`src/rtl/brainhack_run_ctrl_pkg.sv`:
```
// Shared encodings and width constants for the brainhack run controller and its core.
package brainhack_run_ctrl_pkg;

  localparam int INSTR_W_C  = 3;
  localparam int PRG_AW_C   = 8;
  localparam int TAPE_AW_C  = 8;
  localparam int TAPE_DW_C  = 8;
  localparam int STACK_AW_C = 4;
  localparam int CYC_W      = 16;

  typedef enum logic [2:0] {
    ST_IDLE     = 3'd0,
    ST_LOAD     = 3'd1,
    ST_RUN      = 3'd2,
    ST_DUMP_RD  = 3'd3,
    ST_DUMP_OUT = 3'd4,
    ST_DONE     = 3'd5
  } run_state_e;

  function automatic logic is_active(input run_state_e s);
    return (s != ST_IDLE) && (s != ST_DONE);
  endfunction

endpackage

```
`src/rtl/brainhack_dump_port.sv`:
```
// Dump datapath: tape read address, sent-cell counter and the valid/ready holding register.
module brainhack_dump_port
  import brainhack_run_ctrl_pkg::*;
#(
  parameter int TAPE_AW = TAPE_AW_C,
  parameter int TAPE_DW = TAPE_DW_C,
  parameter int DUMP_N  = 16
) (
  input  logic               i_clock,
  input  logic               i_reset,
  input  logic               i_rd,
  input  logic               i_out,
  input  logic [TAPE_DW-1:0] i_tape_data,
  input  logic               i_dump_ready,
  output logic [TAPE_AW-1:0] o_tape_addr,
  output logic               o_dump_valid,
  output logic [TAPE_DW-1:0] o_dump_data,
  output logic               o_xfer,
  output logic               o_last
);

  localparam int               CNT_W    = TAPE_AW + 1;
  localparam logic [CNT_W-1:0] CNT_LAST = CNT_W'(DUMP_N - 1);

  logic [TAPE_AW-1:0] addr_q, addr_d;
  logic [CNT_W-1:0]   cnt_q, cnt_d;
  logic               valid_q, valid_d;
  logic [TAPE_DW-1:0] data_q, data_d;

  assign o_xfer       = valid_q & i_dump_ready;
  assign o_last       = (cnt_q == CNT_LAST);
  assign o_tape_addr  = addr_q;
  assign o_dump_valid = valid_q;
  assign o_dump_data  = data_q;

  // The address is advanced as soon as a cell is captured, so the synchronous
  // tape already holds the next address when the FSM returns to DUMP_RD.
  always_comb begin
    addr_d  = addr_q;
    cnt_d   = cnt_q;
    valid_d = valid_q;
    data_d  = data_q;
    if (i_rd) begin
      addr_d  = addr_q + TAPE_AW'(1);
      valid_d = 1'b1;
      data_d  = i_tape_data;
    end else if (i_out) begin
      if (o_xfer && o_last) begin
        addr_d  = '0;
        cnt_d   = '0;
        valid_d = 1'b0;
        data_d  = '0;
      end else if (o_xfer) begin
        cnt_d   = cnt_q + CNT_W'(1);
        valid_d = 1'b0;
      end else begin
        valid_d = valid_q;
      end
    end else begin
      addr_d  = '0;
      cnt_d   = '0;
      valid_d = 1'b0;
      data_d  = '0;
    end
  end

  // Dump state registers.
  always_ff @(posedge i_clock or posedge i_reset) begin
    if (i_reset) begin
      addr_q  <= '0;
      cnt_q   <= '0;
      valid_q <= 1'b0;
      data_q  <= '0;
    end else begin
      addr_q  <= addr_d;
      cnt_q   <= cnt_d;
      valid_q <= valid_d;
      data_q  <= data_d;
    end
  end

endmodule

```
`src/rtl/brainhack_run_ctrl.sv`:
```
// Run controller: loads a program, runs the core under a cycle limit, then dumps the tape.
module brainhack_run_ctrl
  import brainhack_run_ctrl_pkg::*;
#(
  parameter int INSTR_W = INSTR_W_C,
  parameter int PRG_AW  = PRG_AW_C,
  parameter int TAPE_AW = TAPE_AW_C,
  parameter int TAPE_DW = TAPE_DW_C,
  parameter int DUMP_N  = 16,
  parameter int MAX_CYC = 65535
) (
  input  logic               i_clock,
  input  logic               i_reset,
  input  logic               i_start,
  input  logic               i_load_valid,
  input  logic [INSTR_W-1:0] i_load_data,
  input  logic               i_load_last,
  output logic               o_load_ready,
  output logic               o_prgmem_we,
  output logic [PRG_AW-1:0]  o_prgmem_addr,
  output logic [INSTR_W-1:0] o_prgmem_data,
  output logic               o_core_rst,
  output logic               o_core_en,
  input  logic [PRG_AW-1:0]  i_core_pc,
  output logic [TAPE_AW-1:0] o_tape_addr,
  input  logic [TAPE_DW-1:0] i_tape_data,
  output logic               o_dump_valid,
  output logic [TAPE_DW-1:0] o_dump_data,
  input  logic               i_dump_ready,
  output logic               o_busy,
  output logic               o_done,
  output logic               o_timeout
);

  // The top address is reserved, so loading stops one short of it.
  localparam logic [PRG_AW-1:0] LOAD_END = PRG_AW'((1 << PRG_AW) - 2);
  localparam logic [CYC_W-1:0]  CYC_LAST = CYC_W'(MAX_CYC - 1);

  run_state_e        state_q, state_d;
  logic [PRG_AW-1:0] load_addr_q, load_addr_d;
  logic [PRG_AW-1:0] prog_len_q, prog_len_d;
  logic [CYC_W-1:0]  cyc_q, cyc_d;
  logic              timeout_q, timeout_d;
  logic              load_ready_q, core_en_q, core_rst_q, busy_q, done_q;
  logic              load_fire_s, halt_s, limit_s;
  logic              dump_rd_s, dump_out_s, dump_xfer_s, dump_last_s;

  assign load_fire_s = load_ready_q & i_load_valid;
  assign halt_s      = (i_core_pc == prog_len_q);
  assign limit_s     = (cyc_q == CYC_LAST);
  assign dump_rd_s   = (state_q == ST_DUMP_RD);
  assign dump_out_s  = (state_q == ST_DUMP_OUT);

  assign o_load_ready  = load_ready_q;
  assign o_prgmem_we   = load_fire_s;
  assign o_prgmem_addr = load_addr_q;
  assign o_prgmem_data = load_fire_s ? i_load_data : '0;
  assign o_core_rst    = core_rst_q;
  assign o_core_en     = core_en_q;
  assign o_busy        = busy_q;
  assign o_done        = done_q;
  assign o_timeout     = timeout_q;

  // Next-state and counter logic.
  always_comb begin
    state_d     = state_q;
    load_addr_d = load_addr_q;
    prog_len_d  = prog_len_q;
    cyc_d       = cyc_q;
    timeout_d   = timeout_q;
    case (state_q)
      ST_IDLE, ST_DONE: begin
        if (i_start) begin
          state_d     = ST_LOAD;
          load_addr_d = '0;
          cyc_d       = '0;
          timeout_d   = 1'b0;
        end else begin
          state_d = state_q;
        end
      end
      ST_LOAD: begin
        if (load_fire_s) begin
          load_addr_d = load_addr_q + PRG_AW'(1);
          if (i_load_last || (load_addr_q == LOAD_END)) begin
            prog_len_d = load_addr_q + PRG_AW'(1);
            state_d    = ST_RUN;
          end else begin
            state_d = ST_LOAD;
          end
        end else begin
          state_d = ST_LOAD;
        end
      end
      ST_RUN: begin
        cyc_d = cyc_q + CYC_W'(1);
        // Halt has priority over the limit in the same cycle.
        if (halt_s) begin
          state_d = ST_DUMP_RD;
        end else if (limit_s) begin
          state_d   = ST_DUMP_RD;
          timeout_d = 1'b1;
        end else begin
          state_d = ST_RUN;
        end
      end
      ST_DUMP_RD: begin
        state_d = ST_DUMP_OUT;
      end
      ST_DUMP_OUT: begin
        if (dump_xfer_s && dump_last_s) begin
          state_d = ST_DONE;
        end else if (dump_xfer_s) begin
          state_d = ST_DUMP_RD;
        end else begin
          state_d = ST_DUMP_OUT;
        end
      end
      default: begin
        state_d = ST_IDLE;
      end
    endcase
  end

  // State, counters and registered status outputs decoded from the next state.
  always_ff @(posedge i_clock or posedge i_reset) begin
    if (i_reset) begin
      state_q      <= ST_IDLE;
      load_addr_q  <= '0;
      prog_len_q   <= '0;
      cyc_q        <= '0;
      timeout_q    <= 1'b0;
      load_ready_q <= 1'b0;
      core_en_q    <= 1'b0;
      core_rst_q   <= 1'b1;
      busy_q       <= 1'b0;
      done_q       <= 1'b0;
    end else begin
      state_q      <= state_d;
      load_addr_q  <= load_addr_d;
      prog_len_q   <= prog_len_d;
      cyc_q        <= cyc_d;
      timeout_q    <= timeout_d;
      load_ready_q <= (state_d == ST_LOAD);
      core_en_q    <= (state_d == ST_RUN);
      core_rst_q   <= (state_d != ST_RUN);
      busy_q       <= is_active(state_d);
      done_q       <= (state_d == ST_DONE);
    end
  end

  brainhack_dump_port #(
    .TAPE_AW (TAPE_AW),
    .TAPE_DW (TAPE_DW),
    .DUMP_N  (DUMP_N)
  ) u_dump_port (
    .i_clock      (i_clock),
    .i_reset      (i_reset),
    .i_rd         (dump_rd_s),
    .i_out        (dump_out_s),
    .i_tape_data  (i_tape_data),
    .i_dump_ready (i_dump_ready),
    .o_tape_addr  (o_tape_addr),
    .o_dump_valid (o_dump_valid),
    .o_dump_data  (o_dump_data),
    .o_xfer       (dump_xfer_s),
    .o_last       (dump_last_s)
  );

endmodule

```
`config.mk`:
```
export PLATFORM = sky130hd
export DESIGN_NAME = brainhack_run_ctrl
export DESIGN_NICKNAME = d
export VERILOG_FILES = /design/src/rtl/brainhack_run_ctrl_pkg.sv /design/src/rtl/brainhack_dump_port.sv /design/src/rtl/brainhack_run_ctrl.sv
export SDC_FILE = /design/constraint.sdc
export NUM_CORES = 1
export LEC_CHECK = 0
export CAP_MARGIN = 10
export CORE_MARGIN = 2
export CORE_UTILIZATION = 40
export CTS_BUF_LIST = sky130_fd_sc_hd__clkbuf_2 sky130_fd_sc_hd__clkbuf_4 sky130_fd_sc_hd__clkbuf_8
export DETAILED_ROUTE_END_ITERATION = 10
export DONT_BUFFER_PORTS = 1
export SETUP_SLACK_MARGIN = 0.5
export SYNTH_ARGS = -nofsm -noshare
export SYNTH_HDL_FRONTEND = slang
export SYNTH_SLANG_ARGS = --single-unit
export TNS_END_PERCENT = 100
```
`constraint.sdc`:
```
create_clock -name i_clock -period 2.1 [get_ports i_clock]
set_input_delay 0.42 -clock i_clock [delete_from_list [all_inputs] [get_ports i_clock]]
set_output_delay 0.42 -clock i_clock [all_outputs]
set_load 0.02 [all_outputs]
```
### Word-level counts from Yosys, hierarchy flattened

Index checks and enable logic that the tools add are counted.

* output and inout bits: 35
* input port bits: 25
* flip-flop bits (word level): 67
* word-level logic and storage cells: 84

* bitwise operators: 3
* muxes and demuxes: 29
* $add $sub $neg: 4
* equal/unequal tests: 21
* reductions and logical operators: 13

Operators by type and width (count)
* two-way mux 8 bit: 6
* case mux 16 bit (2 select lines): 1
* two-way mux 9 bit: 3
* adder 16 x 1 -> 16 bit (second input constant): 1
* adder 8 x 1 -> 8 bit (second input constant): 2
* equality test 16 bit (second input constant): 1
* two-way mux 16 bit: 1
* case mux 8 bit (2 select lines): 1
* two-way mux 3 bit: 5
* case mux 3 bit (5 select lines): 1
* adder 9 x 1 -> 9 bit (second input constant): 1
* equality test 3 x 2 -> 1 bit (second input constant): 3
* equality test 3 bit (second input constant): 3
* equality test 9 x 4 -> 1 bit (second input constant): 1
* two-way mux 1 bit: 9
* equality test 8 bit: 1
* equality test 8 bit (second input constant): 1
* != test 2 bit (second input constant): 4
* equality test 3 x 1 -> 1 bit (second input constant): 2
* != test 3 x 2 -> 1 bit (second input constant): 2
* AND reduction 3 bit: 2
* != test 4 x 2 -> 1 bit (second input constant): 1
* AND reduction 2 bit: 2
* AND reduction 4 bit: 1
* other kinds (12): 15

### Depth between registers and ports, before layout

* depth after elaboration: 7
* mapped depth: 8

### Cells and area by module

Synthesis repeated with hierarchy kept, for this count alone.

* cells, all modules: 329
* area, all modules: 3408.3 um^2

By module, submodules not included
* brainhack_run_ctrl: times used 1, area an instance 2155.8 um^2, cells each 216
* brainhack_dump_port: times used 1, area an instance 1252.5 um^2, cells each 113

### Least setup slack after synthesis

OpenSTA, ideal clock, no wires.

* path kind: register to register
* from: register load_ready_q (netlist: o_load_ready)
* to: register prog_len_q[0]
* data required time: 1.966 ns
* slack: 0.206 ns
* cell stages (with the launch flop): 9
* clock period less this slack: 1.894 ns
* arrival: 1.760 ns
* buffers on the path: 3
* setup time: 0.134 ns
* cell sequence: dfrtp_1 and2_1 clkbuf_1 nand2_1 or2_1 buf_2 buf_2 nand2_1 o21ai_1

* longest elaborated chain between the ends: 2

Ends and longest elaborated chain
* start, declared: line brainhack_run_ctrl.sv:44 `logic load_ready_q, core_en_q, core_rst_q, busy_q, done_q;`
* start signal, assigned: line brainhack_run_ctrl.sv:144 `load_ready_q <= (state_d == ST_LOAD);`
* AND 1 bit: line brainhack_run_ctrl.sv:48 `assign load_fire_s = load_ready_q & i_load_valid;`
* via o_prgmem_we: line brainhack_run_ctrl.sv:19 `output logic o_prgmem_we,`
* AND reduction 3 bit (no line)
* end signal, assigned: line brainhack_run_ctrl.sv:141 `prog_len_q <= prog_len_d;`
* end, declared: line brainhack_run_ctrl.sv:41 `logic [PRG_AW-1:0] prog_len_q, prog_len_d;`

The timed path passes the listed nets, and every way through them passes these cells.
A chain may end at the register's enable or synchronous reset.

### Worst setup path after layout

* from: register u_dump_port.cnt_q[6]
* to: register u_dump_port.data_q[1] (netlist: u_dump_port.o_dump_data[1])

* longest elaborated chain between the ends: 3

Ends and longest elaborated chain
* start, declared: line brainhack_dump_port.sv:26 `logic [CNT_W-1:0] cnt_q, cnt_d;`
* start signal, assigned: line brainhack_dump_port.sv:76 `cnt_q <= cnt_d;`
* equality test 9 x 4 -> 1 bit: line brainhack_dump_port.sv:31 `assign o_last = (cnt_q == CNT_LAST);`
* logical AND 1 bit: line brainhack_dump_port.sv:48 `if (o_xfer && o_last) begin`
* != test 3 x 2 -> 1 bit (no line)
* end signal, assigned: line brainhack_dump_port.sv:78 `data_q <= data_d;`
* end, declared: line brainhack_dump_port.sv:28 `logic [TAPE_DW-1:0] data_q, data_d;`

No other way between the ends.

==> qor.yml <==
layout:
  fin_cells: 486
  nNetsFinal: 407
  diodes: 0
  layout_commonest_cell: "dfrtp_1"
  finalInstanceArea_mm2: 0.00434
  area_delta_synth_final_pct: 30.1
  n_fill_cell: 677
  final_layout_size_suffix_gt1_share_pct: 34.4
  final_cell_mix: "55 x dfrtp_1, 35 x nand2_1, 25 x buf_4"
routing:
  wl_per_cell_um: 16.7
  routed_via_density: 5.44
  drtIter0Drc: 118
  vias: 2644
  routed_wl_um: 8110
  ant_nets: 0
  route.detailed.drc: 0
  first_pass_iters: 4
sta:
  finalWorstSetupSlack_ns: 0.268
  finalCritPeriodShare_pct: 87.2
  drv_slew: 0
  rsz0062_at_grt: "yes"
  slew-limit-headroom_pct: 74.7
  skew_ns: 0.0124
  fin_tns_setup_ns: 0
  finalCriticalPeriod_ns: 1.83
  hold_viol_final: 0
  max_freq_mhz: 546
  tightestPinTransition_ns: 0.380
  setup-violations-final: 0
critical_path:
  cp.arrival_ns: 2.07
  cpPeakStageDelay_ns: 0.55
  crit_fanout: 6
  startpoint: "u_dump_port.cnt_q[6]"
  cpMaxStageDelayCell: "or4_4"
  worstPathCellList: "or4_4, nor3_4, buf_6, a21oi_4, buf_12, a22o_1"
  cp-start-kind: "flop"
  cp.required_ns: 2.34
  r2r_start: "u_dump_port.cnt_q[6]"
  endpoint_kind: "flop"
  critPathKind: "flop to flop"
synthesis:
  seq_area_frac_synth_pct: 50.2
  ys_warn_count: 0
  ys_seq_elements: 67
  netlist.top_cell.by_area: "dfrtp_1"
  synth_top_area_share_pct: 49.5
  avgSynthCellArea_um2: 10.1
  synth-main-ff-cell: "dfrtp_1"
  synth.distinct_cells: 49
  synth_area_mm2: 0.00334
  synthTopCellsByArea: "dfrtp_1 49%, o21ai_0 5.1%, nand2_1 4.9%"
  synth_edf_count: 0
  async_flop_share_pct: 100
  synth_nets: 363
  syn-instance-count: 332
global_route:
  grt_pass1_wl_um: 12400
  grt_start_max_net_pins: 68
  grt_use_met2_pct: 29.6
  grt_use_total_pct: 17.7
  met1_usage_pct: 22.3
  grtUsageMet3_pct: 3.87
  overflow: 0
  grt_pass1_vias: 2600
  busiest_layer: "met2"
  antenna_found_initial: 0
clock_tree:
  ctsLongestPathBuffers: 2
  cts_htree_levels: 3
  cts.clk_slew.worst_paths_ns: 0.08
  cts_buffers: 9
  ctsHoldBuffers: 0
  cts.sinks: 67
  insertion_delay_ns: 0.35
  cts_tree: "built"
  cts-root-buf: "clkbuf_8"
worst_hold_path:
  worstHoldPathType: "input pin to asynchronous set/reset pin"
power_and_ir_drop:
  leakage_nw: 1.98
  ir_drop_mv: 0.586
  power_density_mw_per_mm2: 1060
  p_total_mw: 4.61
die:
  die_area_mm2: 0.00910
  core.rowCount: 33
  initial_core_util_pct: 41.1
  io_pins: 60
  design.core.area_mm2: 0.00813
  fp.dieH_um: 95.4
  fp.dieW_um: 95.4
placement:
  place_area_mm2: 0.00359
  dpl_worst_slack_ns: 0.00707
  dp.cells: 437
  routabilityCongestion: 0.795
  dpl.hpwl_um: 4900
  io_buffers: 0
outcome:
  status: "finished, final reports clean"
flow_run:
  cap_violations: 0
-- cell usage after synthesis, drive strengths merged (4+ instances only) --
cell type and number:
o31ai 5, a21oi 5, nand2 44, and2 7, nand2b 5, xnor2 6
inv 5, nand4 6, dfrtp 66, nor2b 5, and3 12, buf 9
ha 6, nor2 24, nor3 4, xor2 16, nand3 15, a22o 13
mux2i 5, o21ai 42
-- sequential cells by signal, indices dropped and copies added, names as in the netlist, 3 cells and up --
signal                   cells
cyc_q                       16
u_dump_port.cnt_q            9
o_prgmem_addr                8
prog_len_q                   8
u_dump_port.o_dump_data      8
u_dump_port.o_tape_addr      8
state_q                      3
-- layout make-up --
type	count	area [um2]	area share, %
Multi-Input combinational cell	249	1840	42.3
Sequential cell	67	1690	38.9
Timing Repair Buffer	44	437	10.1
Clock buffer	10	138	3.17
Tap cell	105	131	3.02
Clock inverter	6	87.6	2.02
Inverter	5	22.5	0.518
-- what timing repair did --
action,4_1_cts,5_1_grt
cloned,1,0
setup endpoints to repair,60,58
resized for setup,36,38
pin swaps,21,26
buffers inserted,22,10
-- worst paths after layout --
path,to,slack [ns],cells after the start
min,prog_len_q[7],0.03,2
max,u_dump_port.o_dump_data[1],0.27,6
max in group asynchronous,o_core_rst,1.73,2
min in group i_clock,u_dump_port.o_dump_data[0],0.20,1
max reg2reg,u_dump_port.o_dump_data[1],0.27,6
min reg2reg,cyc_q[11],0.50,1
-- worst max-delay path, delay by kind of cell (launching register included) --
kind / cells / cell delay, ns
AND/OR/NAND/NOR: 2 / 0.76
AO/OA/AOI/OAI: 2 / 0.28
flip-flops: 1 / 0.39
buffers and inverters: 2 / 0.31
-- logic make-up (layout without fill, tap and decap cells) --
kind of cell             after synthesis  count (layout)  synth area share, %
buffers and inverters                 17              65                 2.51
adder cells (fa/ha/maj)                6               6                 2.25
flip-flops                            67              67                 50.2
multiplexers                           7               7                 2.17
AO/OA/AOI/OAI                         77              78                 15.4
XOR/XNOR                              22              22                 5.77
AND/OR/NAND/NOR                      136             136                 21.6
-- per-stage QoR --
step / hold slack, ns / util [%]
2_1_floorplan: 0.437 / -
3_3_place_gp: 0.421 / 44.2
3_5_place_dp: 0.422 / 44.2
4_1_cts: 0.0380 / 51.0
5_1_grt: 0.0567 / 53.4
6_report: 0.0316 / 53.4
-- per-layer routing --
layer / vias to the layer above / part of all wire [%] / wire, um
met5: - / 0 / 0
met4: 0 / 2.1 / 174
met2: 68 / 49 / 3990
met3: 16 / 4.8 / 391
met1: 1290 / 44 / 3550
li1: 1270 / - / -
-- report_power, final --
part           internal (mW)  switching (mW)  total [mW]
logic                  0.851           0.871        1.72
registers               1.43           0.226        1.66
clock network          0.703           0.519        1.22
total                   2.99            1.62        4.61
(Power assumes the default switching activity.)
